===== src/rtl/clk_div_pkg.sv =====
// clk_div_pkg: shared types and helpers for the
// programmable clock-enable divider.
package clk_div_pkg;

  typedef enum logic [1:0] {
    IDLE      = 2'd0,
    RUN       = 2'd1,
    STOP_PEND = 2'd2
  } state_t;

  localparam int DIV_MIN = 2;

  function automatic int half_up(input int n);
    return (n + 1) / 2;
  endfunction

endpackage


===== src/rtl/clk_div_if.sv =====
// clk_div_if: ratio configuration handshake between
// the configuration bus and the divider controller.
interface clk_div_if #(
  parameter int W = 4
);

  logic         cfg_valid;
  logic [W-1:0] cfg_div;
  logic         cfg_ready;
  logic         cfg_err;

  modport master (
    output cfg_valid,
    output cfg_div,
    input  cfg_ready,
    input  cfg_err
  );

  modport slave (
    input  cfg_valid,
    input  cfg_div,
    output cfg_ready,
    output cfg_err
  );

endinterface


===== src/rtl/clk_div_core.sv =====
// clk_div_core: period counter, wrap detect and
// registered clk_out / tick generation.
module clk_div_core
  import clk_div_pkg::*;
#(
  parameter int W = 4
) (
  input  logic         clk,
  input  logic         reset_L,
  input  logic         run,
  input  logic         load_div,
  input  logic [W-1:0] div,
  output logic         wrap,
  output logic [W-1:0] count,
  output logic         clk_out,
  output logic         tick
);

  logic [W-1:0] nxt;

  assign nxt  = count + 1'b1;
  assign wrap = (count == div - 1'b1);

  // load_div starts a fresh period; the high phase
  // is at least one cycle for every legal ratio.
  always_ff @(posedge clk or negedge reset_L) begin
    if (!reset_L) begin
      count   <= '0;
      clk_out <= 1'b0;
      tick    <= 1'b0;
    end else if (!run) begin
      count   <= '0;
      clk_out <= 1'b0;
      tick    <= 1'b0;
    end else if (load_div) begin
      count   <= '0;
      clk_out <= 1'b1;
      tick    <= 1'b1;
    end else begin
      count   <= nxt;
      clk_out <= (int'(nxt) < half_up(int'(div)));
      tick    <= 1'b0;
    end
  end

endmodule


===== src/rtl/clk_div_ctrl.sv =====
// clk_div_ctrl: start/stop sequencing and ratio
// handshake around clk_div_core.
module clk_div_ctrl
  import clk_div_pkg::*;
#(
  parameter int W           = 4,
  parameter int DIV_DEFAULT = 6,
  parameter int DIV_MAX     = 12
) (
  input  logic         clk,
  input  logic         reset_L,
  input  logic         en,
  clk_div_if.slave     cfg,
  output logic         clk_out,
  output logic         tick,
  output logic [W-1:0] count_out,
  output logic [W-1:0] cur_div,
  output logic         running
);

  state_t       state;
  state_t       state_nx;
  logic         load;
  logic         run_nx;
  logic         wrap;
  logic         wrap_edge;
  logic         xfer;
  logic         legal;
  logic [W-1:0] pend;
  logic         pend_v;
  logic         err_q;

  assign running   = (state != IDLE);
  assign wrap_edge = running && wrap;
  assign xfer      = cfg.cfg_valid && !pend_v;
  assign legal     = (int'(cfg.cfg_div) >= DIV_MIN) &&
                     (int'(cfg.cfg_div) <= DIV_MAX);
  assign cfg.cfg_ready = !pend_v;
  assign cfg.cfg_err   = err_q;

  always_ff @(posedge clk or negedge reset_L) begin
    if (!reset_L) begin
      state <= IDLE;
    end else begin
      state <= state_nx;
    end
  end

  // A stop request only takes effect on a wrap, so
  // no phase is ever cut short.
  always_comb begin
    state_nx = state;
    load     = 1'b0;
    unique case (state)
      IDLE: begin
        if (en) begin
          state_nx = RUN;
          load     = 1'b1;
        end
      end
      RUN: begin
        if (wrap) begin
          state_nx = en ? RUN : IDLE;
          load     = en;
        end else if (!en) begin
          state_nx = STOP_PEND;
        end
      end
      STOP_PEND: begin
        if (en) begin
          state_nx = RUN;
          load     = wrap;
        end else if (wrap) begin
          state_nx = IDLE;
        end
      end
      default: begin
        state_nx = IDLE;
      end
    endcase
  end

  assign run_nx = (state_nx != IDLE);

  always_ff @(posedge clk or negedge reset_L) begin
    if (!reset_L) begin
      cur_div <= W'(DIV_DEFAULT);
      pend    <= '0;
      pend_v  <= 1'b0;
      err_q   <= 1'b0;
    end else begin
      err_q <= xfer && !legal;
      if (xfer && legal) begin
        if (!running || wrap_edge) begin
          cur_div <= cfg.cfg_div;
        end else begin
          pend   <= cfg.cfg_div;
          pend_v <= 1'b1;
        end
      end
      if (wrap_edge && pend_v) begin
        cur_div <= pend;
        pend_v  <= 1'b0;
      end
    end
  end

  clk_div_core #(
    .W (W)
  ) u_core (
    .clk      (clk),
    .reset_L  (reset_L),
    .run      (run_nx),
    .load_div (load),
    .div      (cur_div),
    .wrap     (wrap),
    .count    (count_out),
    .clk_out  (clk_out),
    .tick     (tick)
  );

endmodule


===== src/flat_wrapper.sv =====
// flat-port wrapper written by rule: the top's interface ports become plain ports
module clk_div_ctrl_flat import clk_div_pkg::*;
#(
  parameter int W           = 4,
  parameter int DIV_DEFAULT = 6,
  parameter int DIV_MAX     = 12
)
  (clk, reset_L, en, clk_out, tick, count_out, cur_div, running, cfg_cfg_valid, cfg_cfg_div, cfg_cfg_ready, cfg_cfg_err);
  clk_div_if #(.W(W)) cfg_i ();
  input  logic clk;
  input  logic reset_L;
  input  logic en;
  output logic clk_out;
  output logic tick;
  output logic [W-1:0] count_out;
  output logic [W-1:0] cur_div;
  output logic running;
  input wire logic [$bits(cfg_i.cfg_valid)-1:0] cfg_cfg_valid;
  input wire logic [$bits(cfg_i.cfg_div)-1:0] cfg_cfg_div;
  output wire logic [$bits(cfg_i.cfg_ready)-1:0] cfg_cfg_ready;
  output wire logic [$bits(cfg_i.cfg_err)-1:0] cfg_cfg_err;
  assign cfg_i.cfg_valid = cfg_cfg_valid;
  assign cfg_i.cfg_div = cfg_cfg_div;
  assign cfg_cfg_ready = cfg_i.cfg_ready;
  assign cfg_cfg_err = cfg_i.cfg_err;
  clk_div_ctrl #(.W(W), .DIV_DEFAULT(DIV_DEFAULT), .DIV_MAX(DIV_MAX)) u_core (.clk(clk), .reset_L(reset_L), .en(en), .cfg(cfg_i), .clk_out(clk_out), .tick(tick), .count_out(count_out), .cur_div(cur_div), .running(running));
endmodule

===== config.mk =====
export PLATFORM = sky130hd
export DESIGN_NAME = clk_div_ctrl_flat
export DESIGN_NICKNAME = d
export VERILOG_FILES = /design/src/rtl/clk_div_pkg.sv /design/src/rtl/clk_div_if.sv /design/src/rtl/clk_div_core.sv /design/src/rtl/clk_div_ctrl.sv /design/src/flat_wrapper.sv
export SDC_FILE = /design/constraint.sdc
export NUM_CORES = 1
export LEC_CHECK = 0
export CAP_MARGIN = 20
export CORE_MARGIN = 1.5
export CORE_UTILIZATION = 40
export CTS_BUF_LIST = sky130_fd_sc_hd__clkbuf_8
export CTS_CLUSTER_DIAMETER = 40
export DETAILED_ROUTE_END_ITERATION = 8
export GPL_TIMING_DRIVEN = 1
export PLACE_DENSITY = 0.75
export SLEW_MARGIN = 20
export SYNTH_ARGS = -nofsm -noshare
export SYNTH_HDL_FRONTEND = slang
export SYNTH_SLANG_ARGS = --single-unit

===== constraint.sdc =====
create_clock -name clk -period 7.4 [get_ports clk]
set_input_delay 0.74 -clock clk [delete_from_list [all_inputs] [get_ports clk]]
set_output_delay 0.74 -clock clk [all_outputs]
set_load 0.01 [all_outputs]

==> results of run 1 <==
kinds of logic after synthesis:
logic type | count (synthesis)
flip-flops | 18
adder cells (fa/ha/maj) | 10
buffers and inverters | 10
multiplexers | 12
AO/OA/AOI/OAI | 16
AND/OR/NAND/NOR | 34
XOR/XNOR | 11
how the worst max path moves through the flow:
stage	to	cells past startpoint	slack [ns]	start
floorplan	u_core.cur_div[3]$_DFFE_PN0P_	8	4.94	u_core.cur_div[1]$_DFFE_PN1P_
global placement	u_core.pend[1]$_DFFE_PN0P_	6	4.79	cfg_cfg_div[1]
detailed placement	u_core.pend[1]$_DFFE_PN0P_	6	4.80	cfg_cfg_div[1]
CTS	u_core.cur_div[3]$_DFFE_PN0P_	7	4.78	u_core.cur_div[1]$_DFFE_PN1P_
global route	u_core.cur_div[3]$_DFFE_PN0P_	7	4.69	u_core.cur_div[1]$_DFFE_PN1P_
finish	u_core.cur_div[3]$_DFFE_PN0P_	7	4.78	u_core.cur_div[1]$_DFFE_PN1P_
power breakdown:
part           internal, mW  switching (mW)
combinational         0.217           0.190
clock                0.0473          0.0337
sequential            0.145          0.0511
state kept, by name, summed over array words and instances (netlist names):
name                   flops
u_core.cur_div             4
u_core.pend                4
u_core.u_core.count        4
u_core.state               2
u_core.cfg.cfg_err         1
u_core.pend_v              1
u_core.u_core.clk_out      1
u_core.u_core.tick         1
layer usage:
layer	vias to the layer above	GRT usage, %	wire [um]
met3	4	3.30	49
met1	441	20.2	1110
met4	0	6.82	42
met2	10	24.1	1150
met5	-	0	0
li1	436	-	-
layout by cell type, fill, tap and decap left out, types with 2 or more instances in the layout:
cell                              instances
sky130_fd_sc_hd__nand3_1                  6
sky130_fd_sc_hd__clkbuf_8                 4
sky130_fd_sc_hd__xor2_1                   4
sky130_fd_sc_hd__dfrtp_1                 16
sky130_fd_sc_hd__mux2_4                   6
sky130_fd_sc_hd__mux2i_1                  4
sky130_fd_sc_hd__nor2_1                   4
sky130_fd_sc_hd__o21ai_0                  2
sky130_fd_sc_hd__xnor2_1                  6
sky130_fd_sc_hd__dfstp_2                  2
sky130_fd_sc_hd__nand2_1                  6
sky130_fd_sc_hd__nor3_1                   7
sky130_fd_sc_hd__clkdlybuf4s50_1         20
sky130_fd_sc_hd__ha_1                    10
sky130_fd_sc_hd__inv_1                    7
sky130_fd_sc_hd__mux2_2                   2
sky130_fd_sc_hd__a21oi_1                  3
critical path: cells and delay by family, from the launching register on:
| family | cells | cell delay, ns |
|---|---|---|
| simple gates | 2 | 0.68 |
| flops | 1 | 0.60 |
| mux | 2 | 0.58 |
| xor+xnor | 1 | 0.38 |
| fa+ha+maj | 1 | 0.20 |
| buf+inv | 1 | 0.07 |
area by class of cell:
cell class              instances  area, um^2  area share, %
repair buffers                 20         200           13.2
well taps                      33        41.3           2.73
inverters                       7        26.3           1.73
flip-flops and latches         18         453           29.9
multi-input cells              83         739           48.8
clock buffers                   4        55.1           3.63
==> run metrics, run 1 <==
IO buf count 20; maximum level of the CTS H-tree 1; FMAX 0.382 GHz; Critical Path Fanout Max 5; chain of cells forming the critical path inv_1 > ha_1 > xor3_1 > nor3_2 > and4_1 > mux2_4 > mux2_2; Max Root-Sink Buffers 2; GP Congestion between 0.8 and 0.9; fill cell instance count of the final layout 276; via count just under 900; vertical die dimension slightly below 60 um; Post-Synthesis Mean Instance Area 11.2 um^2; via count of the first global-routing pass 892; Diodes inserted 0; combined global-route utilization of all metal layers 15.3%; fin nets 151; top cells by area in the synthesized netlist sky130_fd_sc_hd__dfrtp_1, sky130_fd_sc_hd__ha_1, sky130_fd_sc_hd__mux2_4; share of layout cells above drive strength 1 around 17%; slowest library cell on the worst path sky130_fd_sc_hd__dfstp_2; Final Cell Area 0.00152 mm^2; number of pins with negative max-slew slack in the final report 0; share of Yosys cell area claimed by the top area cell type 32.2%; hold buffer count at cts 0; initial drt markers 8; number of top-level pins 21; setup violation total in the final timing report 0; via density per instance 5.40; post-DR wirelength/cell 14.3 um; setup slack of the most critical reg-to-reg path 4.78 ns; total placed cells including tap cells roughly 160; maximum single-stage delay on the critical path 0.60 ns; total wirelength of the detailed-routed design 2.35 mm; dominant combinational cell family by area after synthesis simple AND/OR/NAND/NOR gates; worst slew pin tran between 0.8 and 0.9 ns; maximum VDD drop 0.000189 V; headroom to the max-slew limit 44.5%; fraction of registers with async set or reset after synthesis 100%; Netlist Area Pre-Place 0.00124 mm^2; xor/xnor cell area share of the yosys netlist 8.94%; startpoint of the worst-slack reg-to-reg timing path u_core.cur_div[1]$_DFFE_PN1P_; final-layout setup total negative slack 0 ns; CTS tree built; number of distinct library cells after synthesis 40; min Tclk post-route 2.62 ns; unrepaired setup endpoints after global routing false; Syn-to-layout area delta 21.7%; type of destination of the critical path flip-flop; #FFs+latches synth 18; number of standard cells after synthesis around 110; placed cell areas 0.00146 mm^2; Final Non-Filler Cells between 150 and 200; number of synthesized flops with an enable pin 0; data arrival time at the worst-slack endpoint 2.76 ns; Starting Density approximately two fifths; final worst clock skew between 0.003 and 0.004 ns; worst-case setup slack after placement approximately 4.8 ns; worst hold slack 0.519 ns; clk sink count 18; total power consumption of the routed design 0.684 mW; top cells by count, synth sky130_fd_sc_hd__dfrtp_1, sky130_fd_sc_hd__ha_1, sky130_fd_sc_hd__inv_1, sky130_fd_sc_hd__nor3_1; Final Hold Vio Count 0; destination of the worst hold path u_core.pend[1]$_DFFE_PN0P_; number of resized instances in the post-cts repair step 0; outcome complete, no violations; data required time at the worst endpoint 7.54 ns; area enclosed by the die boundary 0.00346 mm^2; Num CTS Buffers 3; mux contribution to synthesized area 12.3%; total core area 0.00300 mm^2; fraction of the cycle the final worst path needs between 30 and 40%; net count after synthesis 129; adder-cell area share of the yosys netlist around a tenth; clock tree root driver cell sky130_fd_sc_hd__clkbuf_8; Seq/Total Area, Yosys between 30 and 40%; dominant synthesized flop cell sky130_fd_sc_hd__dfrtp_1; Core Rows 20; power density normalized to cell area between 400 and 500 mW/mm^2; Core Util, Final 50.5%; complex-gate fraction of the synthesized area 12.1%; classification of the worst setup path flip-flop to flip-flop; startpoint types flip-flop; library cell with the largest summed area after synthesis sky130_fd_sc_hd__dfrtp_1; startpoint of the most critical hold path u_core.pend[1]$_DFFE_PN0P_; DP HPWL 1.79 mm; cells on worst reg2reg path 7; max-cap check violation count 0; clock latency of the later-clocked register in the worst-skew pair ~0.25 ns; first-pass detailed-route iteration total 3; leftover overflow at the end of global routing 0; Hold Path Class flip-flop to flip-flop; count of synthesis-stage warnings from yosys 0; most frequent cell after synthesis sky130_fd_sc_hd__dfrtp_1; clock slew at reported path FFs ~0.070 ns; die boundary width a little under 60 um; post-CTS setup buffer count 0; post-route ant nets 0; static power due to leakage between 0.6 and 0.7 nW; fin worst setup slack 4.78 ns; DRC 0; first-pass GRT wire length 3.95 mm; worst hold stages 1; largest net degree at the start of global routing 19; simple-gate share of the synthesized area 16.1%; reg-to-reg critical path endpoint u_core.cur_div[3]$_DFFE_PN0P_; initial antenna violation count 0
(Power assumes the default switching activity.)
==> run 2, diff against run 1 <==
- clock period: 7.4 -> 2.5 ns (I/O delays scaled with it)
==> run 2 against run 1 <==
- clock power grew to 2.5 times the previous value
- worst hold slack got worse by 0.070 ns
- largest power group unchanged
- register-to-register slack worse by 4.7 ns
- power grew to 3.1 times the previous value
- combinational power grew to 3.4 times the previous value
- flip-flop and latch count is the same
==> run metrics, run 2 (same netlist as run 1, synthesis figures left out) <==
via count 932 (+4.6%); clk sink count 18 (unchanged); via density per instance 5.48 (+1.5%); maximum VDD drop 0.000660 V (+250%); GP Congestion 0.815 (-1.8%); die boundary width 58.8 um (unchanged); total core area 0.00300 mm^2 (unchanged); cell class contributing the biggest share of worst-path delay multiplexers; via count of the first global-routing pass 968 (+8.5%); data arrival time at the worst-slack endpoint 2.58 ns (-0.18 ns); Syn-to-layout area delta 25.1%; outcome complete, no violations; chain of cells forming the critical path inv_1 > ha_1 > xor3_1 > nor3_4 > and4_2 > mux2_4 > mux2_2; fill cell instance count of the final layout 255 (-7.6%); setup violation total in the final timing report 0 (unchanged); slowest library cell on the worst path sky130_fd_sc_hd__dfstp_2; Critical Path Fanout Max 4 (-1); unrepaired setup endpoints after global routing false; maximum single-stage delay on the critical path 0.53 ns (-0.07 ns); power density normalized to cell area 1360 mW/mm^2 (+200%); startpoint types flip-flop; DP HPWL 2.00 mm (+12%); leading cell types in the layout, fill and taps excluded sky130_fd_sc_hd__clkdlybuf4s50_1, sky130_fd_sc_hd__dfrtp_1, sky130_fd_sc_hd__ha_1, sky130_fd_sc_hd__inv_1, sky130_fd_sc_hd__nor3_1; min Tclk post-route 2.43 ns (-0.188 ns); total power consumption of the routed design 2.12 mW (+210%); Core Rows 20 (unchanged); clock tree root driver cell sky130_fd_sc_hd__clkbuf_8; worst slew pin tran 0.789 ns (-0.0413 ns); Final Hold Vio Count 0 (unchanged); area enclosed by the die boundary 0.00346 mm^2 (unchanged); most common library cell in the layout ignoring fill and taps sky130_fd_sc_hd__clkdlybuf4s50_1; number of top-level pins 21 (unchanged); max-cap check violation count 0 (unchanged); first-pass detailed-route iteration total 4 (+1); FMAX 0.411 GHz (+7.7%); classification of the worst setup path flip-flop to flip-flop; combined global-route utilization of all metal layers 17.4% (+2.0 points); final worst clock skew 0.00719 ns (+0.00388 ns); clock latency of the later-clocked register in the worst-skew pair 0.26 ns (about the same); Diodes inserted 0 (unchanged); type of destination of the critical path flip-flop; initial antenna violation count 0 (unchanged); data required time at the worst endpoint 2.65 ns (-4.89 ns); CTS tree built; Core Util, Final 51.9% (+1.4 points); area occupied by multi-input gates 754 um^2 (+2.0%); Starting Density 41.5% (unchanged); headroom to the max-slew limit 47.2% (+2.8 points); fin nets 156 (+3.3%); IO buf count 20 (unchanged); post-route ant nets 0 (unchanged); fraction of the cycle the final worst path needs 97.3% (+62 points); DRC 0 (unchanged); count of buffer and inverter cells on the critical path 1 (unchanged); initial drt markers 11 (+3); largest net degree at the start of global routing 19 (unchanged); number of resized instances in the post-cts repair step 0 (unchanged); vertical die dimension 58.8 um (unchanged); clock slew at reported path FFs 0.07 ns (about the same); Max Root-Sink Buffers 2 (unchanged); share of layout cells above drive strength 1 20.4% (+3.8 points); total wirelength of the detailed-routed design 2.57 mm (+9.1%); number of pins with negative max-slew slack in the final report 0 (unchanged); Regs by FF count u_core.cur_div: 4 flops, u_core.pend: 4 flops, u_core.u_core.count: 4 flops; leftover overflow at the end of global routing 0 (unchanged); first-pass GRT wire length 4.55 mm (+15%); Sequential cell area 453 um^2 (unchanged); Hold Path Class input port to async pin; post-DR wirelength/cell 15.1 um (+5.8%); final-layout setup total negative slack 0 ns (unchanged); post-CTS setup buffer count 0 (unchanged); hold buffer count at cts 0 (unchanged); maximum level of the CTS H-tree 1 (unchanged); Num CTS Buffers 3 (unchanged); static power due to leakage 0.691 nW (+4.5%)
## run 2: cell count changes in the layout (fill, tap and decap cells not counted), sizes merged
cell,change
clkbuf,-1
buf,+5
inv,+1
## run 2: layout make-up
| cell class | count | area share [%] |
|---|---|---|
| clock buffer | 3 | 2.65 |
| clock inverter | 1 | 0.241 |
| inverter | 7 | 1.69 |
| multi-input combinational | 83 | 48.4 |
| sequential | 18 | 29.1 |
| tap | 33 | 2.65 |
| timing repair buffer | 25 | 15.3 |
## run 2: worst paths after layout
path / start / to / slack (ns) / depth (start not counted)
min in group clk: u_core.pend[1]$_DFFE_PN0P_ / u_core.pend[1]$_DFFE_PN0P_ / 0.52 / 1
max in group asynchronous: reset_L / u_core.pend[2]$_DFFE_PN0P_ / 1.55 / 1
setup reg to reg: u_core.cur_div[1]$_DFFE_PN1P_ / u_core.cur_div[3]$_DFFE_PN0P_ / 0.07 / 7
hold reg to reg: u_core.pend[1]$_DFFE_PN0P_ / u_core.pend[1]$_DFFE_PN0P_ / 0.52 / 1
hold / removal: reset_L / u_core.u_core.count[0]$_DFF_PN0_ / 0.45 / 1
setup / recovery: u_core.cur_div[1]$_DFFE_PN1P_ / u_core.cur_div[3]$_DFFE_PN0P_ / 0.07 / 7
## run 2: worst reg2reg max path, delay by kind of cell (launching register included)
kind / cells / cell delay (ns)
xor+xnor: 1 / 0.41
mux: 2 / 0.57
simple gates: 2 / 0.55
fa+ha+maj: 1 / 0.21
buf+inv: 1 / 0.05
flops: 1 / 0.53
## run 2: power breakdown
part	switching [mW]	internal, mW
Sequential	0.106	0.428
Clock	0.0970	0.109
Combinational	0.665	0.717
Total	0.868	1.25
## run 2: metal layers
metal	GRT usage, %	vias to the layer above	wire [um]
li1	-	450	-
met1	21.9	453	1060
met2	28.4	23	1350
met3	2.42	6	102
met4	10.1	0	59
met5	0	-	0
## run 2: per-stage QoR
step	hold slack, ns	instance area [um^2]	cells	worst slack, ns
floorplan	-0.0456	1240	111	0.0358
global placement	0.485	1500	166	0.128
detailed placement	0.504	1500	166	0.0642
CTS	0.480	1540	170	0.0496
global route	0.528	1560	170	0.00448
finish	0.448	1560	170	0.0681
==> run 3, diff against run 2 <==
- SKIP_CTS_REPAIR_TIMING: default -> 1
==> results of run 3 <==
Final layout, timing and power as in run 2 (identical DEF).
==> edit (settings of run 3) <==
The 3 states of `state_t` get a one-hot encoding in 3 bits.
--- a/src/rtl/clk_div_pkg.sv
+++ b/src/rtl/clk_div_pkg.sv
@@ -4,6 +4,6 @@
 
-  typedef enum logic [1:0] {
-    IDLE      = 2'd0,
-    RUN       = 2'd1,
-    STOP_PEND = 2'd2
+  typedef enum logic [2:0] {
+    IDLE      = 3'b001,
+    RUN       = 3'b010,
+    STOP_PEND = 3'b100
   } state_t;
Formal check against the unedited RTL: no difference found for any inputs over 10 cycles, from zero or initial values and one cycle with reset_L low; not proved beyond that.
==> edit against run 3 <==
Non-clock buffer count down 3; worst setup slack gained 0.068 ns; cell area decreased by 13%; sequential cell count is 1 higher; synthesized area fell by 15%; via count decreased by 20%; hold slack gained 0.021 ns; power is 20% lower; routed wire length is 26% lower.
==> edit: results (changes against run 3) <==
- Status: complete, no violations
- Synth area leaders: dfrtp_1 (38%), mux2_2 (8.5%), dfstp_2 (7.4%)
- Worst hold path type: in -> async
- Met2 wire length: 953 um (-29%)
- Routed met3 length: 40 um (-61%)
- Reg2Reg Depth: 7 (unchanged)
- Critical Path AT: 2.50 ns (-0.08 ns)
- Minimum clock period after layout: 2.36 ns (-0.0676 ns)
- Syn_nets: 102 (-21%)
- R2R setup slack: 0.14 ns (+0.07 ns)
- Slowest stage delay, CP: 0.58 ns (+0.05 ns)
- All-Layer GR Usage: 0.156 (-0.0175)
- Share of layout cells above drive strength 1: 0.204 (-0.000840)
- Share of synthesized registers carrying an async set or reset: 1.00 (unchanged)
- Average routed wire per standard cell: 13.3 um (-12%)
- Slew Limit Headroom: 0.451 (-0.0216)
- Warnings from Yosys: 0 (unchanged)
- Vias in the first global route: 761 (-21%)
- Final #Nets: 128 (-18%)
- Post-Place Cell Area: 1300 um^2 (-13%)
- Synth cell types: 33 (-18%)
- Hold slack: 0.469 ns (+0.0206 ns)
- Commonest cells in the netlist: dfrtp_1 (16), mux2_2 (8), ha_1 (6)
- Synth Area in XOR/XNOR: 0.104 (+0.0142)
- Met3 global-route usage: 0.0301 (+0.00588)
- Largest registers: u_core.cur_div x4, u_core.pend x4, u_core.u_core.count x4
- Crit-path max FO: 5 (+1)
- DP HPWL: 1520 um (-24%)
- Adder-Cell Fraction of Synth Area: 0.0707 (-0.0298)
- Pin count of the biggest net entering global routing: 20 (+1)
- Syn Inst Count: 88 (-21%)
- Reg2reg start: u_core.cur_div[1]$_DFFE_PN1P_
- Met2 Use GR: 0.241 (-0.0432)
- Global-route wire length before repair: 3240 um (-29%)
- Leak pwr: 0.595 nW (-14%)
- Routability cong.: 0.837 (+2.7%)
- Skew final: 0.00162 ns (-0.00557 ns)
- Final std cells w/o fill: 143 (-16%)
- M1 WL: 862 um (-19%)
- Root Driver: clkbuf_8
- Vias per cell: 5.22 (-4.8%)
- Met1 GRT Util: 0.193 (-0.0256)
- Post-synthesis mux area share: 0.122 (about the same)
- Antenna cells: 0 (unchanged)
- DR iter-0 viols: 9 (-2)
- Worst VDD drop: 0.596 mV (-9.7%)
- Sequential-to-total area share from yosys stat: 0.451 (+0.0873)
- Compound-Gate Fraction of Synth Area: 0.0954 (-0.0252)
- Port buffer count: 20 (unchanged)
## edit: changes by cell type after synthesis, sizes merged, moves of 2 or more
cell	delta
ha	-4
nand2	-5
a21oi	-2
nor2b	+2
nor2	+2
inv	-3
buf	-2
nor3	-5
## edit: power breakdown
| part | internal, mW | switching [mW] | leakage (nW) | total [mW] |
|---|---|---|---|---|
| clock network | 0.109 | 0.0955 | 0.0269 | 0.205 |
| registers | 0.451 | 0.140 | 0.235 | 0.591 |
| logic | 0.501 | 0.404 | 0.333 | 0.905 |
## edit: layout make-up
type | count | area (um^2)
timing repair buffer | 22 | 215
inverter | 4 | 15.0
sequential | 19 | 479
multi-input combinational | 64 | 557
clock inverter | 1 | 3.75
tap | 30 | 37.5
fill | 210 | 1150
clock buffer | 3 | 41.3
## edit: worst max-delay path, delay by kind of cell, from the launching register on
family	cells	cell delay, ns
mux	1	0.37
flops	1	0.58
buf+inv	1	0.07
compound gates	1	0.30
xor+xnor	1	0.36
fa+ha+maj	1	0.18
simple gates	2	0.39
